File: config.mk
export PLATFORM = sky130hd
export DESIGN_NAME = frame_reader
export DESIGN_NICKNAME = d
export VERILOG_FILES = /design/src/rtl/frame_reader.sv
export SDC_FILE = /design/constraint.sdc
export NUM_CORES = 1
export LEC_CHECK = 0
export ABC_AREA = 1
export ABC_CLOCK_PERIOD_IN_PS = 3820
export BUFFER_PORTS_ARGS = -buffer_cell sky130_fd_sc_hd__buf_2
export CAP_MARGIN = 25
export CORE_MARGIN = 2
export CORE_UTILIZATION = 50
export DETAILED_ROUTE_END_ITERATION = 10
export PLACE_DENSITY = 0.76
export SLEW_MARGIN = 20
export SYNTH_ARGS = -nofsm -noshare
export SYNTH_HDL_FRONTEND = slang
export SYNTH_SLANG_ARGS = --single-unit
File: constraint.sdc
create_clock -name i_CLK -period 3.82 [get_ports i_CLK]
set_input_delay 0.764 -clock i_CLK [delete_from_list [all_inputs] [get_ports i_CLK]]
set_output_delay 0.764 -clock i_CLK [all_outputs]
set_load 0.01 [all_outputs]
File: src/rtl/frame_reader.sv
`default_nettype none
// ============================================================================
// Module      : frame_reader
// Description : Streams a stored RGB frame out of byte-wide memory. Each
//               pixel needs three reads (R, G, B) and is then held on a
//               valid/ready interface until the consumer takes it.
// Revision    : 1.0 - initial release
// ============================================================================
module frame_reader #(
    parameter int p_H_RES  = 640,
    parameter int p_V_RES  = 480,
    parameter int p_ADDR_W = 20
) (
    input  logic                i_CLK,
    input  logic                i_RST_N,
    input  logic                i_ENABLE,
    input  logic [1:0]          i_IMAGE_SELECT,
    output logic [1:0]          o_IMAGE_SEL,
    output logic [p_ADDR_W-1:0] o_MEM_ADDR,
    output logic                o_MEM_RD,
    input  logic [7:0]          i_MEM_DATA,
    output logic [23:0]         o_PIXEL,
    output logic                o_PIXEL_VALID,
    input  logic                i_PIXEL_READY,
    output logic                o_SOF,
    output logic                o_EOL
);

    localparam int c_X_W = (p_H_RES > 1) ? $clog2(p_H_RES) : 1;
    localparam int c_Y_W = (p_V_RES > 1) ? $clog2(p_V_RES) : 1;

    localparam logic [c_X_W-1:0]    c_X_LAST   = c_X_W'(p_H_RES - 1);
    localparam logic [c_Y_W-1:0]    c_Y_LAST   = c_Y_W'(p_V_RES - 1);
    localparam logic [p_ADDR_W-1:0] c_ADDR_1   = p_ADDR_W'(1);
    localparam logic [p_ADDR_W-1:0] c_ADDR_2   = p_ADDR_W'(2);
    localparam logic [p_ADDR_W-1:0] c_ADDR_3   = p_ADDR_W'(3);
    localparam logic [1:0]          c_SEL_NONE = 2'd3;

    typedef enum logic [2:0] {
        S_IDLE    = 3'd0,
        S_FETCH_R = 3'd1,
        S_FETCH_G = 3'd2,
        S_FETCH_B = 3'd3,
        S_CAPTURE = 3'd4,
        S_HOLD    = 3'd5
    } state_t;

    state_t                state_q, state_d;
    logic [1:0]            sel_q,   sel_d;
    logic [p_ADDR_W-1:0]   base_q,  base_d;   // address of the current pixel's R byte
    logic [p_ADDR_W-1:0]   addr_q,  addr_d;
    logic                  rd_q,    rd_d;
    logic [c_X_W-1:0]      x_q,     x_d;
    logic [c_Y_W-1:0]      y_q,     y_d;
    logic [7:0]            red_q,   red_d;
    logic [7:0]            grn_q,   grn_d;
    logic [23:0]           pixel_q, pixel_d;
    logic                  valid_q, valid_d;
    logic                  sof_q,   sof_d;
    logic                  eol_q,   eol_d;

    logic w_no_img;
    logic w_handshake;
    logic w_last_pix;

    assign w_no_img    = (sel_q == c_SEL_NONE);
    assign w_handshake = valid_q & i_PIXEL_READY;
    assign w_last_pix  = (x_q == c_X_LAST) && (y_q == c_Y_LAST);

    // Next-state and next-output computation for the fetch/hold sequencer.
    always_comb begin
        state_d = state_q;
        sel_d   = sel_q;
        base_d  = base_q;
        addr_d  = addr_q;
        rd_d    = rd_q;
        x_d     = x_q;
        y_d     = y_q;
        red_d   = red_q;
        grn_d   = grn_q;
        pixel_d = pixel_q;
        valid_d = valid_q;
        sof_d   = sof_q;
        eol_d   = eol_q;

        case (state_q)
            S_IDLE: begin
                if (i_ENABLE) begin
                    sel_d   = i_IMAGE_SELECT;
                    base_d  = '0;
                    addr_d  = '0;
                    x_d     = '0;
                    y_d     = '0;
                    rd_d    = (i_IMAGE_SELECT != c_SEL_NONE);
                    state_d = S_FETCH_R;
                end
            end
            S_FETCH_R: begin
                addr_d  = base_q + c_ADDR_1;
                rd_d    = ~w_no_img;
                state_d = S_FETCH_G;
            end
            S_FETCH_G: begin
                red_d   = i_MEM_DATA;
                addr_d  = base_q + c_ADDR_2;
                rd_d    = ~w_no_img;
                state_d = S_FETCH_B;
            end
            S_FETCH_B: begin
                grn_d   = i_MEM_DATA;
                rd_d    = 1'b0;
                state_d = S_CAPTURE;
            end
            S_CAPTURE: begin
                pixel_d = w_no_img ? 24'h000000 : {red_q, grn_q, i_MEM_DATA};
                valid_d = 1'b1;
                sof_d   = (x_q == '0) && (y_q == '0);
                eol_d   = (x_q == c_X_LAST);
                state_d = S_HOLD;
            end
            S_HOLD: begin
                if (w_handshake) begin
                    valid_d = 1'b0;
                    sof_d   = 1'b0;
                    eol_d   = 1'b0;
                    if (w_last_pix) begin
                        // Frame complete: rewind and either restart or park.
                        base_d = '0;
                        x_d    = '0;
                        y_d    = '0;
                        if (i_ENABLE) begin
                            sel_d   = i_IMAGE_SELECT;
                            addr_d  = '0;
                            rd_d    = (i_IMAGE_SELECT != c_SEL_NONE);
                            state_d = S_FETCH_R;
                        end else begin
                            state_d = S_IDLE;
                        end
                    end else begin
                        base_d  = base_q + c_ADDR_3;
                        addr_d  = base_q + c_ADDR_3;
                        rd_d    = ~w_no_img;
                        state_d = S_FETCH_R;
                        if (x_q == c_X_LAST) begin
                            x_d = '0;
                            y_d = y_q + c_Y_W'(1);
                        end else begin
                            x_d = x_q + c_X_W'(1);
                        end
                    end
                end
            end
            default: begin
                state_d = S_IDLE;
                rd_d    = 1'b0;
                valid_d = 1'b0;
                sof_d   = 1'b0;
                eol_d   = 1'b0;
            end
        endcase
    end

    // Sequencer state and registered outputs, cleared asynchronously.
    always_ff @(posedge i_CLK or negedge i_RST_N) begin
        if (!i_RST_N) begin
            state_q <= S_IDLE;
            sel_q   <= 2'd0;
            base_q  <= '0;
            addr_q  <= '0;
            rd_q    <= 1'b0;
            x_q     <= '0;
            y_q     <= '0;
            red_q   <= 8'd0;
            grn_q   <= 8'd0;
            pixel_q <= 24'd0;
            valid_q <= 1'b0;
            sof_q   <= 1'b0;
            eol_q   <= 1'b0;
        end else begin
            state_q <= state_d;
            sel_q   <= sel_d;
            base_q  <= base_d;
            addr_q  <= addr_d;
            rd_q    <= rd_d;
            x_q     <= x_d;
            y_q     <= y_d;
            red_q   <= red_d;
            grn_q   <= grn_d;
            pixel_q <= pixel_d;
            valid_q <= valid_d;
            sof_q   <= sof_d;
            eol_q   <= eol_d;
        end
    end

    assign o_IMAGE_SEL   = sel_q;
    assign o_MEM_ADDR    = addr_q;
    assign o_MEM_RD      = rd_q;
    assign o_PIXEL       = pixel_q;
    assign o_PIXEL_VALID = valid_q;
    assign o_SOF         = sof_q;
    assign o_EOL         = eol_q;

endmodule
`default_nettype wire

==> impl_metrics.json <==
{
  "clkTransAtPathRegs_ns": 0.08,
  "grt_pass1_wl_mm": 26.3,
  "regToRegSetupSlack_ns": 1.23,
  "gp_congestion": 0.958,
  "synthCells": 842,
  "wire_per_inst_um": 15.0,
  "synth_area_leader_cell": "dfrtp_1",
  "drive_gt1_share_pct": 11.4,
  "postCtsSetupRepairBufs": 0,
  "worstSetupStartpoint": "state_q[2]$_DFFE_PN0P_",
  "synthArstFlopShare_pct": 100,
  "htreeDepth": 3,
  "ys.flop_type": "dfrtp_1",
  "cp.arrival_ns": 2.87,
  "fin_hold_ws_ns": 0.436,
  "grt_max_degree": 57,
  "fin_crit_sh_pct": 67.7,
  "status": "complete, no violations",
  "tightest_slew_ns": 0.916,
  "dieWidth_um": 114,
  "final_cells": 1047,
  "grt_pass1_vias": 5279,
  "worst_ir_drop_vdd_uv": 438,
  "cts_max_path_buffers": 2,
  "rr_startpoint": "state_q[2]$_DFFE_PN0P_",
  "cp-endpoint": "y_q[7]$_DFFE_PN0P_",
  "required_ns": 4.10,
  "grt.total_usage_pct": 25.5,
  "design.die.area_um2": 13000,
  "hp-class": "in2async",
  "grt_overflow_total": 0,
  "start_util_pct": 50.8,
  "ys_ff_latch": 108,
  "finalSetupTns_ns": 0,
  "drt_iter0_drc": 351,
  "diodes": 0,
  "start_kind": "register",
  "finalSetupViolations": 0,
  "rsz0062_at_grt": "no",
  "die_h_um": 114,
  "io_buffers": 63,
  "drc": 0,
  "r2r-end": "y_q[7]$_DFFE_PN0P_",
  "ys_types": 40,
  "yosys-top-cells-area": "dfrtp_1 45%, nand2_1 17%, o21ai_0 7.2%",
  "hold_viol_final": 0,
  "pin_count": 64,
  "fin_nets": 917,
  "timing.final.ws_setup_ns": 1.23,
  "row_count": 40,
  "yosysWarnings": 0,
  "slew-limit-headroom_pct": 38.8,
  "cts_tree": "built",
  "final-max-slew-violation-count": 0,
  "place_hpwl_mm": 11.4,
  "cts_buffers": 9,
  "yosys.area.top_type_share_pct": 44.7,
  "maxCapViolCount": 0,
  "timing.clock.skew_ns": 0.00733,
  "fin_util_pct": 57.0,
  "root_buffer": "clkbuf_16",
  "via_per_inst": 5.49,
  "core_area_um2": 11900,
  "ys_seq_area_share_pct": 44.7,
  "synth_edf_count": 0,
  "synth_common_cells": "276 x nand2_1, 108 x dfrtp_1, 87 x inv_1, 87 x o21ai_0, 84 x nand3_1",
  "clock-sinks": 108,
  "leakagePower_nw": 3.49,
  "syn_nets": 864,
  "syn_to_final_growth_pct": 12.2,
  "drtPass1Iterations": 8,
  "endpoint_kind": "register",
  "antenna_left": 0,
  "antenna_found_initial": 0,
  "p_per_area_nw_per_um2": 637,
  "num_vias": 5748,
  "place_ws_ns": 1.24,
  "synth.cell_area_um2": 6050,
  "ctsResizeCount": 0,
  "hold_buffers": 0,
  "fin_crit_ns": 2.59,
  "dp.cells": 1031,
  "avgSynthCellArea_um2": 7.18,
  "insertion_delay_ns": 0.36,
  "critical_path_class": "reg2reg",
  "reg2reg_depth": 10,
  "drt_wl_total_mm": 15.7,
  "critPathMaxFanout": 35,
  "max_freq_ghz": 0.386,
  "yosysMostFrequentCell": "nand2_1"
}
[power breakdown]
| group | leakage (nW) | internal, mW | switching [mW] |
|---|---|---|---|
| Combinational | 1.90 | 0.490 | 1.18 |
| Sequential | 1.43 | 1.44 | 0.208 |
| Clock | 0.159 | 0.531 | 0.474 |
[area by class of cell]
type	count	area, um^2
tap	147	184
multi-input combinational	616	2880
timing repair buffer	66	340
sequential	108	2700
clock buffer	9	225
inverter	94	355
clock inverter	7	103
fill	1147	5130
[how the worst min path moves through the flow]
| stage | endpoint | slack, ns | cells after the start |
|---|---|---|---|
| final | o_PIXEL[2]$_DFFE_PN0P_ | 0.44 | 1 |
| after global routing | o_MEM_ADDR[8]$_DFFE_PN0P_ | 0.49 | 2 |
| after CTS | red_q[6]$_DFFE_PN0P_ | 0.46 | 1 |
| after detailed placement | o_MEM_ADDR[0]$_DFFE_PN0P_ | 0.46 | 2 |
| after global placement | o_MEM_ADDR[0]$_DFFE_PN0P_ | 0.45 | 2 |
| after floorplan | grn_q[0]$_DFFE_PN0P_ | 0.45 | 2 |
[state kept, by name, summed over array words and instances (netlist names)]
| register | cells |
|---|---|
| o_PIXEL | 24 |
| base_q | 20 |
| o_MEM_ADDR | 20 |
| x_q | 10 |
| y_q | 9 |
| grn_q | 8 |
| red_q | 8 |
| state_q | 3 |
| o_IMAGE_SEL | 2 |
| o_EOL | 1 |
| o_MEM_RD | 1 |
| o_PIXEL_VALID | 1 |
| o_SOF | 1 |
[layout by cell type (no fill, tap or decap), drive strengths merged]
master	count
o22ai	3
nor2	77
a21boi	1
dfrtp	108
buf	66
nand4	22
clkbuf	9
nand3b	1
or2	2
o21bai	1
clkinv	5
o21a	1
o21ai	88
bufinv	1
a2bb2oi	2
xnor2	2
a22oi	3
inv	95
o41ai	1
o211ai	4
nand3	84
a21oi	21
o2111ai	1
ha	8
nor3b	1
xor2	5
nand2	281
nor3	7
[per-layer routing]
metal,GRT usage (%),wire length (um),vias to the layer above
met3,4.73,1140,22
met2,39.6,7110,220
met5,0,0,-
met1,36.1,7180,2673
met4,9.19,318,0
li1,-,-,2833
[stage by stage]
step / cell area (um^2) / total power, mW
global route: 6790 / 4.62
global placement: 6460 / 3.30
CTS: 6790 / 4.34
finish: 6790 / 4.32
detailed placement: 6460 / 3.32
floorplan: 6050 / 2.79
[kinds of logic (layout without fill, tap and decap cells)]
family	after synthesis	after routing	synth area share, %
flops	108	108	44.7
simple gates	475	475	33.5
compound gates	126	126	11.4
xor+xnor	7	7	1.01
fa+ha+maj	8	8	1.66
buf+inv	118	176	7.74
[worst max-delay path, stage by stage (launching register included)]
cell and delay (ns):
dfrtp_1 0.47, inv_2 0.14, nor2_8 0.32, nand2_1 0.17
nand2_1 0.11, nand2_2 0.38, inv_4 0.34, nand2_4 0.11
inv_2 0.22, nand2_1 0.08, a22oi_1 0.15
Note: power is estimated with default switching activity, not from simulation.
